===== src/rtl/pooler_2d.sv =====
// pooler_2d: streaming non-overlapping KxK max/average pooler over an IMG_W x IMG_W raster.
// Optional feature macro POOLER_AVG_EN adds the per-frame average mode; without it the block is max-only.
module pooler_2d #(
  parameter int DATA_W = 32,
  parameter int IMG_W  = 12,
  parameter int K      = 2
) (
  input  logic              clk,
  input  logic              master_rst,
  input  logic              ce,
  input  logic              mode,
  input  logic [DATA_W-1:0] data_in,
  output logic [DATA_W-1:0] data_out,
  output logic              valid_op,
  output logic              end_op
);

  localparam int LOG2K = $clog2(K);
  localparam int SHIFT = 2 * LOG2K;
  localparam int NW    = IMG_W / K;
  localparam int CNT_W = $clog2(IMG_W);
  localparam int IDX_W = (NW > 1) ? $clog2(NW) : 1;
`ifdef POOLER_AVG_EN
  localparam int BUF_W = DATA_W + SHIFT;
`else
  localparam int BUF_W = DATA_W;
`endif

  localparam logic [CNT_W-1:0] LAST_POS = CNT_W'(IMG_W - 1);
  localparam logic [LOG2K-1:0] SUB_LAST = '1;

  logic [CNT_W-1:0]        r_col;
  logic [CNT_W-1:0]        r_row;
  logic signed [BUF_W-1:0] r_buf [NW];

  logic [IDX_W-1:0]        w_idx;
  logic                    w_first;
  logic                    w_last;
  logic                    w_origin;
  logic                    w_frame_end;
  logic signed [BUF_W-1:0] w_pix;
  logic signed [BUF_W-1:0] w_entry;
  logic signed [BUF_W-1:0] w_max;
  logic signed [BUF_W-1:0] w_comb;
  logic [DATA_W-1:0]       w_result;

  assign w_idx       = IDX_W'(r_col >> LOG2K);
  assign w_first     = (r_row[LOG2K-1:0] == '0) && (r_col[LOG2K-1:0] == '0);
  assign w_last      = (r_row[LOG2K-1:0] == SUB_LAST) && (r_col[LOG2K-1:0] == SUB_LAST);
  assign w_origin    = (r_row == '0) && (r_col == '0);
  assign w_frame_end = (r_row == LAST_POS) && (r_col == LAST_POS);

  // Pixels are always held sign-extended so max and sum share one buffer format.
  assign w_pix   = BUF_W'($signed(data_in));
  assign w_entry = r_buf[w_idx];
  assign w_max   = (w_pix > w_entry) ? w_pix : w_entry;

`ifdef POOLER_AVG_EN
  logic                    r_mode_q;
  logic signed [BUF_W-1:0] w_sum;

  assign w_sum    = w_entry + w_pix;
  assign w_comb   = r_mode_q ? w_sum : w_max;
  // Arithmetic shift gives floor division; the quotient always fits in DATA_W.
  assign w_result = r_mode_q ? DATA_W'(w_sum >>> SHIFT) : DATA_W'(w_max);

  always_ff @(posedge clk or negedge master_rst) begin
    if (!master_rst) begin
      r_mode_q <= 1'b0;
    end else if (ce && w_origin) begin
      r_mode_q <= mode;
    end
  end
`else
  logic w_mode_unused;

  assign w_mode_unused = mode;
  assign w_comb        = w_max;
  assign w_result      = DATA_W'(w_max);
`endif

  // NOTE: sequential state uses non-blocking assignments so every register samples pre-edge values.
  always_ff @(posedge clk or negedge master_rst) begin
    if (!master_rst) begin
      r_col    <= '0;
      r_row    <= '0;
      data_out <= '0;
      valid_op <= 1'b0;
      end_op   <= 1'b0;
    end else begin
      valid_op <= 1'b0;
      end_op   <= 1'b0;
      if (ce) begin
        if (r_col == LAST_POS) begin
          r_col <= '0;
          r_row <= (r_row == LAST_POS) ? '0 : r_row + 1'b1;
        end else begin
          r_col <= r_col + 1'b1;
        end
        if (w_last) begin
          data_out <= w_result;
          valid_op <= 1'b1;
          end_op   <= w_frame_end;
        end
      end
    end
  end

  // NOTE: the partial-result buffer has no reset; each entry is overwritten by the first pixel of its window.
  always_ff @(posedge clk) begin
    if (ce) begin
      r_buf[w_idx] <= w_first ? w_pix : w_comb;
    end
  end

endmodule


===== config.mk =====
export PLATFORM = sky130hd
export DESIGN_NAME = pooler_2d
export DESIGN_NICKNAME = d
export VERILOG_FILES = /design/src/rtl/pooler_2d.sv
export SDC_FILE = /design/constraint.sdc
export NUM_CORES = 1
export LEC_CHECK = 0
export ABC_AREA = 1
export CAP_MARGIN = 25
export CORE_MARGIN = 10
export CORE_UTILIZATION = 62
export DETAILED_ROUTE_END_ITERATION = 6
export GPL_ROUTABILITY_DRIVEN = 0
export PLACE_DENSITY = 0.83
export SETUP_SLACK_MARGIN = 0.15
export SLEW_MARGIN = 10
export SYNTH_ARGS = -nofsm -noshare
export SYNTH_HDL_FRONTEND = slang
export SYNTH_SLANG_ARGS = --single-unit

===== constraint.sdc =====
create_clock -name clk -period 5.78 [get_ports clk]
set_clock_uncertainty 0.1 [all_clocks]
set_input_delay 1.156 -clock clk [delete_from_list [all_inputs] [get_ports clk]]
set_output_delay 1.156 -clock clk [all_outputs]
set_load 0.01 [all_outputs]

==> run_summary.xml <==
<?xml version="1.0" encoding="UTF-8"?>
<metrics>
  <group name="run_status">
    <metric name="status" unit="">complete, no violations</metric>
  </group>
  <group name="clocking">
    <metric name="tritoncts_clock_tree" unit="">done</metric>
    <metric name="clockBufferDepth" unit="">3</metric>
    <metric name="worst_setup_hold_path_clk_slew" unit="ps">60</metric>
    <metric name="cts_root_buf" unit="">sky130_fd_sc_hd__clkbuf_16</metric>
    <metric name="cts_hold_buffers" unit="">0</metric>
    <metric name="post-cts-setup-buffer-count" unit="">0</metric>
    <metric name="clock_latency" unit="ps">530</metric>
    <metric name="post_cts_resized" unit="">0</metric>
    <metric name="tritoncts_num_sinks" unit="">234</metric>
    <metric name="cts-htree-levels" unit="">1</metric>
    <metric name="cts_buf_count" unit="">24</metric>
  </group>
  <group name="sta">
    <metric name="worst_slew_pin_slew" unit="ps">904</metric>
    <metric name="period_utilization_post_route" unit="%">79.0</metric>
    <metric name="fin_crit" unit="ps">4570</metric>
    <metric name="finalWorstSetupSlack" unit="ps">1210</metric>
    <metric name="final-setup-viol-count" unit="">0</metric>
    <metric name="report.final.slew_viol_count" unit="">0</metric>
    <metric name="maxClockFrequency" unit="MHz">219</metric>
    <metric name="fin_tns_setup" unit="ps">0</metric>
    <metric name="final_hold_violating_endpoints" unit="">0</metric>
    <metric name="timing.slew.headroom" unit="%">39.6</metric>
    <metric name="grt_setup_unrepaired" unit="">false</metric>
  </group>
  <group name="logic_synthesis">
    <metric name="number_of_flops_mapped_to_enable_cells_by_yosys" unit="">192</metric>
    <metric name="syn-num-nets" unit="">1068</metric>
    <metric name="post_synth_main_area_contributors" unit="">sky130_fd_sc_hd__edfxtp_1, sky130_fd_sc_hd__dfrtp_1, sky130_fd_sc_hd__nand2_1, sky130_fd_sc_hd__ha_1, sky130_fd_sc_hd__o21ai_0</metric>
    <metric name="synth_flop_cell" unit="">sky130_fd_sc_hd__edfxtp_1</metric>
    <metric name="asyncSetResetFlopFracSynth" unit="%">17.9</metric>
    <metric name="synth.ff_latch_count" unit="">234</metric>
    <metric name="post-synth-top-area-cell" unit="">sky130_fd_sc_hd__edfxtp_1</metric>
    <metric name="post_synth_cell_types" unit="">29</metric>
    <metric name="synthesis.area_per_instance" unit="sq um">10.6</metric>
    <metric name="post-synth-top-area-fraction" unit="%">54.6</metric>
    <metric name="synthCells" unit="">998</metric>
    <metric name="syn-cell-area" unit="sq mm">0.0106</metric>
    <metric name="ys_seq_area_share" unit="%">64.6</metric>
    <metric name="synth_warnings" unit="">0</metric>
  </group>
  <group name="global_routing">
    <metric name="antenna_found_initial" unit="">0</metric>
    <metric name="grt_max_degree" unit="">68</metric>
    <metric name="grtUsageTotal" unit="%">23.7</metric>
    <metric name="first_global_vias" unit="">7799</metric>
    <metric name="overflow" unit="">0</metric>
    <metric name="grt_pass1_wl" unit="um">42200</metric>
  </group>
  <group name="detailed_routing">
    <metric name="vias_per_cell" unit="">6.09</metric>
    <metric name="dr.pass1.iters" unit="">5</metric>
    <metric name="vias" unit="">7939</metric>
    <metric name="finalWirelength" unit="um">26900</metric>
    <metric name="post_route_ant_nets" unit="">0</metric>
    <metric name="drt_drc_violations_left" unit="">0</metric>
    <metric name="detailedRoute.firstIterationViolations" unit="">970</metric>
    <metric name="avgRoutedWirePerCell" unit="um">20.7</metric>
  </group>
  <group name="floorplan">
    <metric name="rows" unit="">47</metric>
    <metric name="core_box_area" unit="sq mm">0.0166</metric>
    <metric name="ios" unit="">70</metric>
    <metric name="die_height" unit="um">150</metric>
    <metric name="initial_core_utilization" unit="%">63.4</metric>
    <metric name="die-width" unit="um">150</metric>
    <metric name="die_area" unit="sq mm">0.0226</metric>
  </group>
  <group name="critical_path">
    <metric name="required" unit="ps">6040</metric>
    <metric name="cp_top_family" unit="">simple AND/OR/NAND/NOR gates</metric>
    <metric name="critPathMaxStageDelay" unit="ps">600</metric>
    <metric name="rr_endpoint" unit="">r_buf[3][9]</metric>
    <metric name="path_common_cell" unit="">sky130_fd_sc_hd__nand2_1</metric>
    <metric name="critPathMaxFanout" unit="">32</metric>
    <metric name="worstSetupStartpoint" unit="">r_col[3]</metric>
    <metric name="cp.buffers_inverters" unit="">1</metric>
    <metric name="critical_path.slowest_cell" unit="">sky130_fd_sc_hd__inv_2</metric>
    <metric name="crit_end" unit="">r_buf[3][9]</metric>
    <metric name="depth_of_the_worst_register_to_register_path" unit="">17</metric>
    <metric name="critPathKind" unit="">register to register</metric>
    <metric name="worst_setup_path_start_kind" unit="">register</metric>
    <metric name="timing.critical_path.depth" unit="">17</metric>
    <metric name="ff2ff_setup_slack" unit="ps">1210</metric>
    <metric name="cp.arrival" unit="ps">4830</metric>
    <metric name="timing.critical_path.cells" unit="">nor2_1 &gt; nand2_1 &gt; inv_2 &gt; nand2_1 &gt; o21ai_0 &gt; a211oi_1 &gt; ha_1 &gt; nand2_2 &gt; nor2_2 &gt; nand4_1 &gt; nor2_1 &gt; nand2_1 &gt; nand3_2 &gt; nand3_4 &gt; nand2_1 &gt; nand3_1 &gt; nand2_1</metric>
    <metric name="endpoint_kind" unit="">register</metric>
    <metric name="launch_point_of_the_worst_reg_to_reg_path" unit="">r_col[3]</metric>
  </group>
  <group name="final_layout">
    <metric name="layout.cells.most_common" unit="">sky130_fd_sc_hd__nand2_1</metric>
    <metric name="area_growth" unit="%">16.9</metric>
    <metric name="antennaDiodeCount" unit="">0</metric>
    <metric name="layoutNonFillerInstCount" unit="">1303</metric>
    <metric name="final_net_count" unit="">1135</metric>
    <metric name="mostFrequentLayoutCells" unit="">sky130_fd_sc_hd__nand2_1, sky130_fd_sc_hd__edfxtp_1, sky130_fd_sc_hd__nor2_1, sky130_fd_sc_hd__o21ai_0, sky130_fd_sc_hd__nand3_1</metric>
    <metric name="layout-drive-gt1-share" unit="%">8.49</metric>
  </group>
  <group name="placed_design">
    <metric name="hpwl" unit="um">16100</metric>
    <metric name="place_ws" unit="ps">1380</metric>
    <metric name="place.detailed.instances" unit="">1256</metric>
    <metric name="portBuffers" unit="">68</metric>
  </group>
  <group name="power">
    <metric name="ir_worst_vdd" unit="mV">0.430</metric>
    <metric name="powerDensity" unit="mW/mm^2">682</metric>
    <metric name="leakagePower" unit="nW">4.93</metric>
  </group>
  <group name="job">
    <metric name="maxCapViolations" unit="">0</metric>
  </group>
  <group name="worst_hold_path">
    <metric name="hold_class" unit="">register to register</metric>
  </group>
</metrics>
==> through the flow <==
step	cell area, sq um	total power, mW	util, %	hold WS, ps
6_report	12300	8.41	74.1	379
5_1_grt	12300	8.93	74.1	407
2_1_floorplan	10600	5.61	-	363
4_1_cts	12300	8.36	73.8	381
3_3_place_gp	11500	6.64	68.9	364
3_5_place_dp	11500	6.82	69.0	365
==> registers in the layout (all words and copies together), names as in the netlist <==
name	count
data_out	32
r_row	4
r_buf	192
r_col	4
valid_op	1
end_op	1
==> per-layer routing <==
layer  part of all wire [%]  wire length (um)  up-vias  global-route usage [%]
met2                     49             13100      510                    39.1
met1                     37             10000     3731                    31.2
met3                     11              2890       75                    3.60
met5                      0                 0        -                       0
met4                    3.2               874        0                    9.14
li1                       -                 -     3623                       -
==> worst min path at each step <==
stage	startpoint	to	slack [ps]	cells after the start
floorplan	r_row[3]	r_row[2]	360	1
global placement	data_out[29]	data_out[29]	360	2
detailed placement	data_out[26]	data_out[26]	370	2
CTS	data_out[28]	data_out[28]	380	2
global route	data_out[28]	data_out[28]	410	2
finish	data_out[21]	data_out[21]	380	2
==> cell usage after synthesis, types with 2 or more instances <==
cell / number
sky130_fd_sc_hd__edfxtp_1: 192
sky130_fd_sc_hd__a21oi_1: 29
sky130_fd_sc_hd__inv_2: 3
sky130_fd_sc_hd__nand2_1: 267
sky130_fd_sc_hd__o22ai_1: 9
sky130_fd_sc_hd__ha_1: 34
sky130_fd_sc_hd__o21ai_0: 72
sky130_fd_sc_hd__a21o_1: 2
sky130_fd_sc_hd__nand3_1: 68
sky130_fd_sc_hd__buf_1: 4
sky130_fd_sc_hd__buf_2: 14
sky130_fd_sc_hd__nand4_1: 36
sky130_fd_sc_hd__inv_1: 60
sky130_fd_sc_hd__buf_6: 3
sky130_fd_sc_hd__nor2_1: 82
sky130_fd_sc_hd__a211oi_1: 24
sky130_fd_sc_hd__nand2_2: 12
sky130_fd_sc_hd__a221oi_1: 7
sky130_fd_sc_hd__clkbuf_1: 29
sky130_fd_sc_hd__dfrtp_1: 42
==> where the power goes <==
part / internal (mW) / leakage, nW / switching (mW) / total [mW]
combinational: 1.14 / 2.27 / 2.67 / 3.81
clock: 0.899 / 0.394 / 0.624 / 1.52
sequential: 2.93 / 2.26 / 0.145 / 3.08
total: 4.97 / 4.93 / 3.44 / 8.41
==> cell families (layout without fill, tap and decap cells) <==
| logic type | after synthesis | after routing | synth area share [%] |
|---|---|---|---|
| simple gates | 471 | 471 | 19.0 |
| flops | 234 | 234 | 64.6 |
| compound gates | 145 | 145 | 7.91 |
| fa+ha+maj | 34 | 34 | 4.03 |
| mux | 1 | 1 | 0.107 |
| buf+inv | 113 | 198 | 4.40 |
==> worst min-delay path, cell delays in order, from the launching register on <==
cell and delay, ps:
sky130_fd_sc_hd__dfrtp_1 340, sky130_fd_sc_hd__nand2_1 50, sky130_fd_sc_hd__nand2_1 50
==> area by class of cell <==
cell class / instances / area (sq um)
Clock buffer: 36 / 716
Tap cell: 220 / 275
Timing Repair Buffer: 91 / 903
Inverter: 63 / 236
Multi-Input combinational cell: 651 / 3310
Fill cell: 1069 / 4310
Sequential cell: 234 / 6820
Clock inverter: 8 / 75.1
Power figures use the tool's default switching activity.
